[config.mk]
export PLATFORM = sky130hd
export DESIGN_NAME = bpsk_tx_ctrl
export DESIGN_NICKNAME = d
export VERILOG_FILES = /design/src/rtl/bpsk_pkg.sv /design/src/rtl/bpsk_bit_timer.sv /design/src/rtl/bpsk_tx_ctrl.sv
export SDC_FILE = /design/constraint.sdc
export NUM_CORES = 1
export LEC_CHECK = 0
export ABC_AREA = 1
export BUFFER_PORTS_ARGS = -buffer_cell sky130_fd_sc_hd__buf_4
export CAP_MARGIN = 20
export CORE_ASPECT_RATIO = 0.7
export CORE_MARGIN = 5
export CORE_UTILIZATION = 50
export DETAILED_ROUTE_END_ITERATION = 8
export PLACE_DENSITY = 0.83
export SLEW_MARGIN = 20
export SYNTH_ARGS = -nofsm -noshare
export SYNTH_HDL_FRONTEND = slang
export SYNTH_SLANG_ARGS = --single-unit
export TNS_END_PERCENT = 1
[constraint.sdc]
create_clock -name clk -period 4.1 [get_ports clk]
set_clock_uncertainty 0.2 [all_clocks]
set_input_delay 0.41 -clock clk [delete_from_list [all_inputs] [get_ports clk]]
set_output_delay 0.41 -clock clk [all_outputs]
set_load 0.03 [all_outputs]
[src/rtl/bpsk_pkg.sv]
// Shared types and default widths for the BPSK transmit controller.
// BPSK_FRAMING_EN: when defined, frames carry a start bit 0 and a stop bit 1 around the payload.
package bpsk_pkg;

    localparam int unsigned DEF_SAMPLE_WIDTH    = 12;
    localparam int unsigned DEF_CNT_WIDTH       = 8;
    localparam int unsigned DEF_DATA_WIDTH      = 8;
    localparam int unsigned DEF_PERIODS_PER_BIT = 4;

    typedef enum logic [1:0] {
        IDLE = 2'd0,
        SYNC = 2'd1,
        SEND = 2'd2
    } state_t;

    // Number of symbols transmitted per frame for a given payload width.
    function automatic int unsigned frame_len(input int unsigned data_width);
`ifdef BPSK_FRAMING_EN
        return data_width + 2;
`else
        return data_width;
`endif
    endfunction

endpackage

[src/rtl/bpsk_bit_timer.sv]
// Counts carrier periods within one symbol; strobes bit_done_c on the last carrier wrap of a symbol.
module bpsk_bit_timer #(
    parameter int unsigned PERIODS_PER_BIT = 4
) (
    input  logic clk,
    input  logic rst,
    input  logic period_end,
    output logic bit_done_c
);

    localparam int unsigned PW = (PERIODS_PER_BIT > 1) ? $clog2(PERIODS_PER_BIT) : 1;
    localparam logic [PW-1:0] LAST_PERIOD = PW'(PERIODS_PER_BIT - 1);

    logic [PW-1:0] period_cnt;

    // Symbol ends on the carrier wrap that closes its final period.
    assign bit_done_c = period_end && (period_cnt == LAST_PERIOD);

    // Period counter advances once per carrier wrap and restarts with each symbol.
    always_ff @(posedge clk) begin
        if (rst) begin
            period_cnt <= '0;
        end else if (period_end) begin
            period_cnt <= bit_done_c ? '0 : period_cnt + PW'(1);
        end
    end

endmodule

[src/rtl/bpsk_tx_ctrl.sv]
// BPSK transmit controller: accepts a payload, aligns to the carrier wrap, then emits one
// phase-selected carrier sample per cycle, MSB first.
// BPSK_FRAMING_EN: when defined, each frame is start bit 0, payload, stop bit 1.
module bpsk_tx_ctrl
    import bpsk_pkg::*;
#(
    parameter int unsigned SAMPLE_WIDTH    = DEF_SAMPLE_WIDTH,
    parameter int unsigned CNT_WIDTH       = DEF_CNT_WIDTH,
    parameter int unsigned PERIODS_PER_BIT = DEF_PERIODS_PER_BIT,
    parameter int unsigned DATA_WIDTH      = DEF_DATA_WIDTH
) (
    input  logic                    clk,
    input  logic                    rst,
    input  logic [DATA_WIDTH-1:0]   s_data,
    input  logic                    s_valid,
    output logic                    s_ready,
    input  logic [SAMPLE_WIDTH-1:0] sin_in,
    input  logic [SAMPLE_WIDTH-1:0] neg_sin_in,
    input  logic [CNT_WIDTH-1:0]    cnt_in,
    output logic                    gen_en,
    output logic [SAMPLE_WIDTH-1:0] tx_data,
    output logic                    tx_valid,
    output logic                    busy
);

    localparam int unsigned FRAME_BITS = frame_len(DATA_WIDTH);
    localparam int unsigned BW         = (FRAME_BITS > 1) ? $clog2(FRAME_BITS) : 1;
    localparam logic [BW-1:0]        LAST_BIT = BW'(FRAME_BITS - 1);
    localparam logic [CNT_WIDTH-1:0] CNT_MAX  = '1;

    state_t                  state, state_d;
    logic [FRAME_BITS-1:0]   shift_q, shift_d;
    logic [FRAME_BITS-1:0]   frame_c;
    logic [BW-1:0]           bit_cnt, bit_cnt_d;
    logic [SAMPLE_WIDTH-1:0] tx_data_d;
    logic                    tx_valid_d, s_ready_d, gen_en_d, busy_d;
    logic                    carrier_wrap_c, bit_done_c;

    // Frame image loaded into the shift register; its MSB is the first symbol on air.
`ifdef BPSK_FRAMING_EN
    assign frame_c = {1'b0, s_data, 1'b1};
`else
    assign frame_c = s_data;
`endif

    assign carrier_wrap_c = (state == SEND) && (cnt_in == CNT_MAX);

    // Period counting within a symbol.
    bpsk_bit_timer #(
        .PERIODS_PER_BIT (PERIODS_PER_BIT)
    ) u_bit_timer (
        .clk        (clk),
        .rst        (rst),
        .period_end (carrier_wrap_c),
        .bit_done_c (bit_done_c)
    );

    // Next-state and next-output logic.
    always_comb begin
        state_d    = state;
        shift_d    = shift_q;
        bit_cnt_d  = bit_cnt;
        tx_data_d  = '0;
        tx_valid_d = 1'b0;
        unique case (state)
            IDLE: begin
                if (s_valid && s_ready) begin
                    shift_d   = frame_c;
                    bit_cnt_d = '0;
                    state_d   = SYNC;
                end
            end
            SYNC: begin
                if (cnt_in == CNT_MAX) begin
                    state_d = SEND;
                end
            end
            SEND: begin
                tx_data_d  = shift_q[FRAME_BITS-1] ? sin_in : neg_sin_in;
                tx_valid_d = 1'b1;
                if (bit_done_c) begin
                    shift_d = shift_q << 1;
                    if (bit_cnt == LAST_BIT) begin
                        bit_cnt_d = '0;
                        state_d   = IDLE;
                    end else begin
                        bit_cnt_d = bit_cnt + BW'(1);
                    end
                end
            end
            default: state_d = IDLE;
        endcase
        s_ready_d = (state_d == IDLE);
        gen_en_d  = (state_d != IDLE);
        busy_d    = (state_d != IDLE);
    end

    // State, datapath and registered outputs.
    always_ff @(posedge clk) begin
        if (rst) begin
            state    <= IDLE;
            shift_q  <= '0;
            bit_cnt  <= '0;
            tx_data  <= '0;
            tx_valid <= 1'b0;
            s_ready  <= 1'b0;
            gen_en   <= 1'b0;
            busy     <= 1'b0;
        end else begin
            state    <= state_d;
            shift_q  <= shift_d;
            bit_cnt  <= bit_cnt_d;
            tx_data  <= tx_data_d;
            tx_valid <= tx_valid_d;
            s_ready  <= s_ready_d;
            gen_en   <= gen_en_d;
            busy     <= busy_d;
        end
    end

endmodule

-- Word-level counts from Yosys, hierarchy flattened
Cells that the tools add are included.
- flip-flop bits (word level): 30
- logic and storage cells: 42
- output and inout port bits: 16
- muxes and demuxes: 15
- reductions and logical operators: 9
- add/subtract/negate cells: 2
- equal/unequal tests: 7
- bitwise operators: 1
- operator list (kind ; count):
    $mux 8 ; 2
    $pmux 8 s2 ; 1
    $mux 12 ; 1
    $mux 2 ; 5
    $mux 3 ; 3
    $eq 8x8->1 const B ; 1
    $pmux 2 s3 ; 1
    $pmux 3 s2 ; 1
    $eq 2x2->1 const B ; 2
    $logic_not 2->1 ; 2
    $reduce_bool 2->1 ; 2
    $add 3x1->3 const B ; 1
    $eq 3x3->1 const B ; 1
    $logic_and 1x1->1 ; 3
    $reduce_and 3->1 ; 1
    $add 2x1->2 const B ; 1
    $eq 2x1->1 const B ; 1
    $ne 2x1->1 const B ; 1
    $ne 2x2->1 const B ; 1
    $reduce_or 2->1 ; 1
    $mux 1 ; 1
    $not 1->1 ; 1

-- Logic depth before layout (Yosys ltp)
- depth in word-level cells: 6
- mapped depth: 11

-- Hierarchy
Synthesis repeated with hierarchy kept, for this count alone.
- cell total of the unflattened synthesis: 194
- area total of the unflattened synthesis: 1376.3 sq um
- modules (own cells, without submodules) (module ; cells an instance ; area an instance (sq um) ; instances):
    bpsk_tx_ctrl ; 178 ; 1268.7 ; 1
    bpsk_bit_timer ; 16 ; 107.6 ; 1

-- Worst setup path before layout
OpenSTA, ideal clock, no wires.
- path type: input port to flip-flop
- start point: input cnt_in[1]
- end point: register shift_q[7]
- arrival: 1168 ps
- path buffers: 1
- stages: 8
- path slack: 2619 ps
- required time: 3787 ps
- setup time: 113 ps
- cells stage by stage: nand2_1 > nor2_1 > nand4_1 > nand2_2 > buf_6 > nand2_1 > nand2_1 > nor2_1
- longest elaborated chain between the ends: 5
- ends and longest elaborated chain (what ; line ; source):
    start, declared ; bpsk_tx_ctrl.sv:19 ; input logic [CNT_WIDTH-1:0] cnt_in,
    $eq 8x8->1 ; bpsk_tx_ctrl.sv:46 ; assign carrier_wrap_c = (state == SEND) && (cnt_in == CNT_MAX);
    $logic_and 1x1->1 ; bpsk_tx_ctrl.sv:46 ;
    $logic_and 1x1->1 ; bpsk_bit_timer.sv:17 ; assign bit_done_c = period_end && (period_cnt == LAST_PERIOD);
    $ne 2x1->1 (no source line) ; n/a ;
    $reduce_and 3->1 (no source line) ; n/a ;
    end signal, assigned ; bpsk_tx_ctrl.sv:111 ; shift_q <= shift_d;
    end, declared ; bpsk_tx_ctrl.sv:32 ; logic [FRAME_BITS-1:0] shift_q, shift_d;
No other way between the ends.
A chain may end at the register's enable or synchronous reset.

-- Worst setup path in the final report
- start point: register state[1]
- end point: register shift_q[3]
- longest elaborated chain between the ends: 5
- elaborated cells on any way between the ends: 9
- ends and longest elaborated chain (what ; line ; source):
    start, declared ; bpsk_tx_ctrl.sv:31 ; state_t state, state_d;
    start signal, assigned ; bpsk_tx_ctrl.sv:110 ; state <= state_d;
    $eq 2x2->1 ; bpsk_tx_ctrl.sv:46, bpsk_tx_ctrl.sv:65 ;
    $logic_and 1x1->1 ; bpsk_tx_ctrl.sv:46 ;
    $logic_and 1x1->1 ; bpsk_bit_timer.sv:17 ;
    $ne 2x1->1 (no source line) ; n/a ;
    $reduce_and 3->1 (no source line) ; n/a ;
Several ways; a longest one is shown, not always the timed one.

==> metrics.txt <==
Final GP Congestion 0.773; outcome finished, final reports clean; Die Height 53.3 µm; RSZ-0062 raised after global routing no; Port Buffers 58; Clock Tree Buf Depth 2; Syn. warnings 0; Final min period 1.90 ns; I/O pin total 59; M3 GR Usage 5.12%; core area 2510 µm²; Post-Synth XOR/XNOR Area 0%; Hold WS 0.136 ns; Finished Cell Area 1840 µm²; Nets 293; Pwr Total 669 µW; top cell type's share of synthesized area 44.8%; leading area contributor after synthesis dfxtp_1; antenna violations before repair 0; DR iter-0 viols 114; sequential share of the synthesized area 44.8%; Mapped Cells 190; clock sinks 30; Worst-path clk slew 0.06 ns; Worst-Margin Slew 0.518 ns; commonest non-fill, non-tap cell in the layout nand2_1; slowest CP cell nor2_2; most frequent CP cell nand2_1; Ant. Diodes 0; main area contributors after synthesis dfxtp_1 45%, nand2_1 22%, nor2_1 6.4%; Synth Area in Adders 2.80%; Detail Route Antenna Nets 0; CTS buffer count 5; CP Class register to register; number of H-tree levels 2; HP Class primary input to register; routing usage on met1 21.4%; chip width 71.9 µm; cell area after synthesis 1340 µm²; crit end category register; Unique masters post-synth 25; DRC 0; detailed-route via count 1288; Slew Limit Headroom 65.4%; met2 Resource Use GR 29.1%; total power per unit cell area 363 nW/µm²; largest net degree at the start of global routing 19; Critical Path AT 1.87 ns; Cell Rows 15; Avg Cell Area, Syn 7.06 µm²; Setup WS pre-CTS 2.21 ns; layout cells sized above 1 29.0%; data required time of the worst path 4.07 ns; hold path cells 2; setup ws final 2.20 ns; Final Slew Violations 0; setup TNS 0 ns; highest-count cells in the layout ignoring fill and taps 77 x nand2_1, 58 x buf_4, 30 x dfxtp_1, 23 x nor2_1, 15 x a21oi_1; hold buffers post-CTS 0; Avg Vias per Cell 4.57; Skew-Pair Late Insertion Delay 0.27 ns; Worst Reg-to-Reg Cells 7; post-detail-place hpwl 2430 µm; complex-gate fraction of the synthesized area 6.72%; Fill cells 222; CTS root buffer clkbuf_8; Initial Util 53.3%; DR pass1 iterations 5; area growth from synthesis to layout 37.2%; max_cap viols 0; vias in the first global route 1180; CTS tree built; critical path launch point type register; first-pass GRT wire length 5180 µm; simple-gate share of the synthesized area 35.6%; Leakage 0.987 nW; CP Max Fanout 18; total track usage 17.6%; FMAX 525 MHz; largest family of logic cells by synthesized area simple AND/OR/NAND/NOR gates; drt total wl 3190 µm; Most Used Layer, Global Route met2; peak supply drop 0.277 mV; Syn Nets 236; CP max stage delay 0.40 ns; setup violators final 0; grt ovf 0; Hold Vio Cnt, Final 0; Post CTS Setup Buffer Count 0; final period utilization 46.4%; Yosys reg bits 30; placed cell area 1750 µm²; Post-CTS Resized 0; Die Area 3840 µm²; mux cell area share after synthesis 0%; wire per inst 11.3 µm; critical path, cell by cell inv_2 -> nor2_2 -> nand4_1 -> nand2_2 -> nand2_1 -> nand2_1 -> nor2_1
## stage by stage
| step | instances | utilization [%] |
|---|---|---|
| CTS | 282 | 73.2 |
| global placement | 274 | 69.6 |
| global route | 282 | 73.2 |
| floorplan | 190 | - |
| detailed placement | 274 | 69.6 |
| finish | 282 | 73.2 |
## registers in the layout, summed over array words and instances (netlist names)
register and flops:
tx_data 12, u_bit_timer.period_cnt 2, busy 1, state 2, bit_cnt 3, tx_valid 1
shift_q 8, s_ready 1
## cell usage after synthesis
master and instances:
nand2_1 77, dfxtp_1 30, nor2_1 23, a21oi_1 15, inv_1 14, nand3_1 7
ha_1 3, o21ai_0 3, buf_6 2, buf_1 1, buf_12 1, buf_2 1
buf_4 1, clkbuf_1 1, clkbuf_4 1, inv_2 1, inv_6 1, nand2_2 1
nand4_1 1, nor2_2 1, nor2_4 1, nor2_8 1, nor3_1 1, or2_0 1
or2_2 1
## critical path, delay by kind of cell (launching register included)
| family | cells | cell delay (ns) |
|---|---|---|
| and+or+nand+nor | 6 | 1.20 |
| DFF | 1 | 0.34 |
| buffers and inverters | 1 | 0.05 |
## cell families (layout without fill, tap and decap cells)
kind of cell / after synthesis / after routing
adder cells (fa/ha/maj): 3 / 3
AND/OR/NAND/NOR: 115 / 115
AO/OA/AOI/OAI: 18 / 18
buffers and inverters: 24 / 82
flip-flops: 30 / 30
## worst paths after layout
path / startpoint / endpoint / slack, ns
worst max register to register: state[1] / shift_q[3] / 2.20
worst max-delay path: state[1] / shift_q[3] / 2.20
worst min-delay path: rst / tx_valid / 0.14
worst min register to register: shift_q[1] / shift_q[1] / 0.29
## routing by layer
layer	part of all wire [%]	vias up
met5	0	-
met4	0.97	0
met3	6.1	4
met2	49	27
met1	44	561
li1	-	696
## layout make-up
class                           count  area [µm²]  area share (%)
Inverter                           16        65.1            3.54
Timing Repair Buffer               58         435            23.7
Sequential cell                    30         601            32.6
Clock buffer                        7        86.3            4.69
Clock inverter                      1        5.00           0.272
Multi-Input combinational cell    136         606            32.9
Tap cell                           34        42.5            2.31
## where the power goes
| part | internal (mW) | switching, mW | total (mW) | leakage, nW |
|---|---|---|---|---|
| sequential | 0.308 | 0.0138 | 0.322 | 0.244 |
| clock | 0.135 | 0.102 | 0.237 | 0.0482 |
| combinational | 0.0522 | 0.0574 | 0.110 | 0.696 |
| total | 0.496 | 0.173 | 0.669 | 0.987 |
Power figures use the tool's default switching activity.
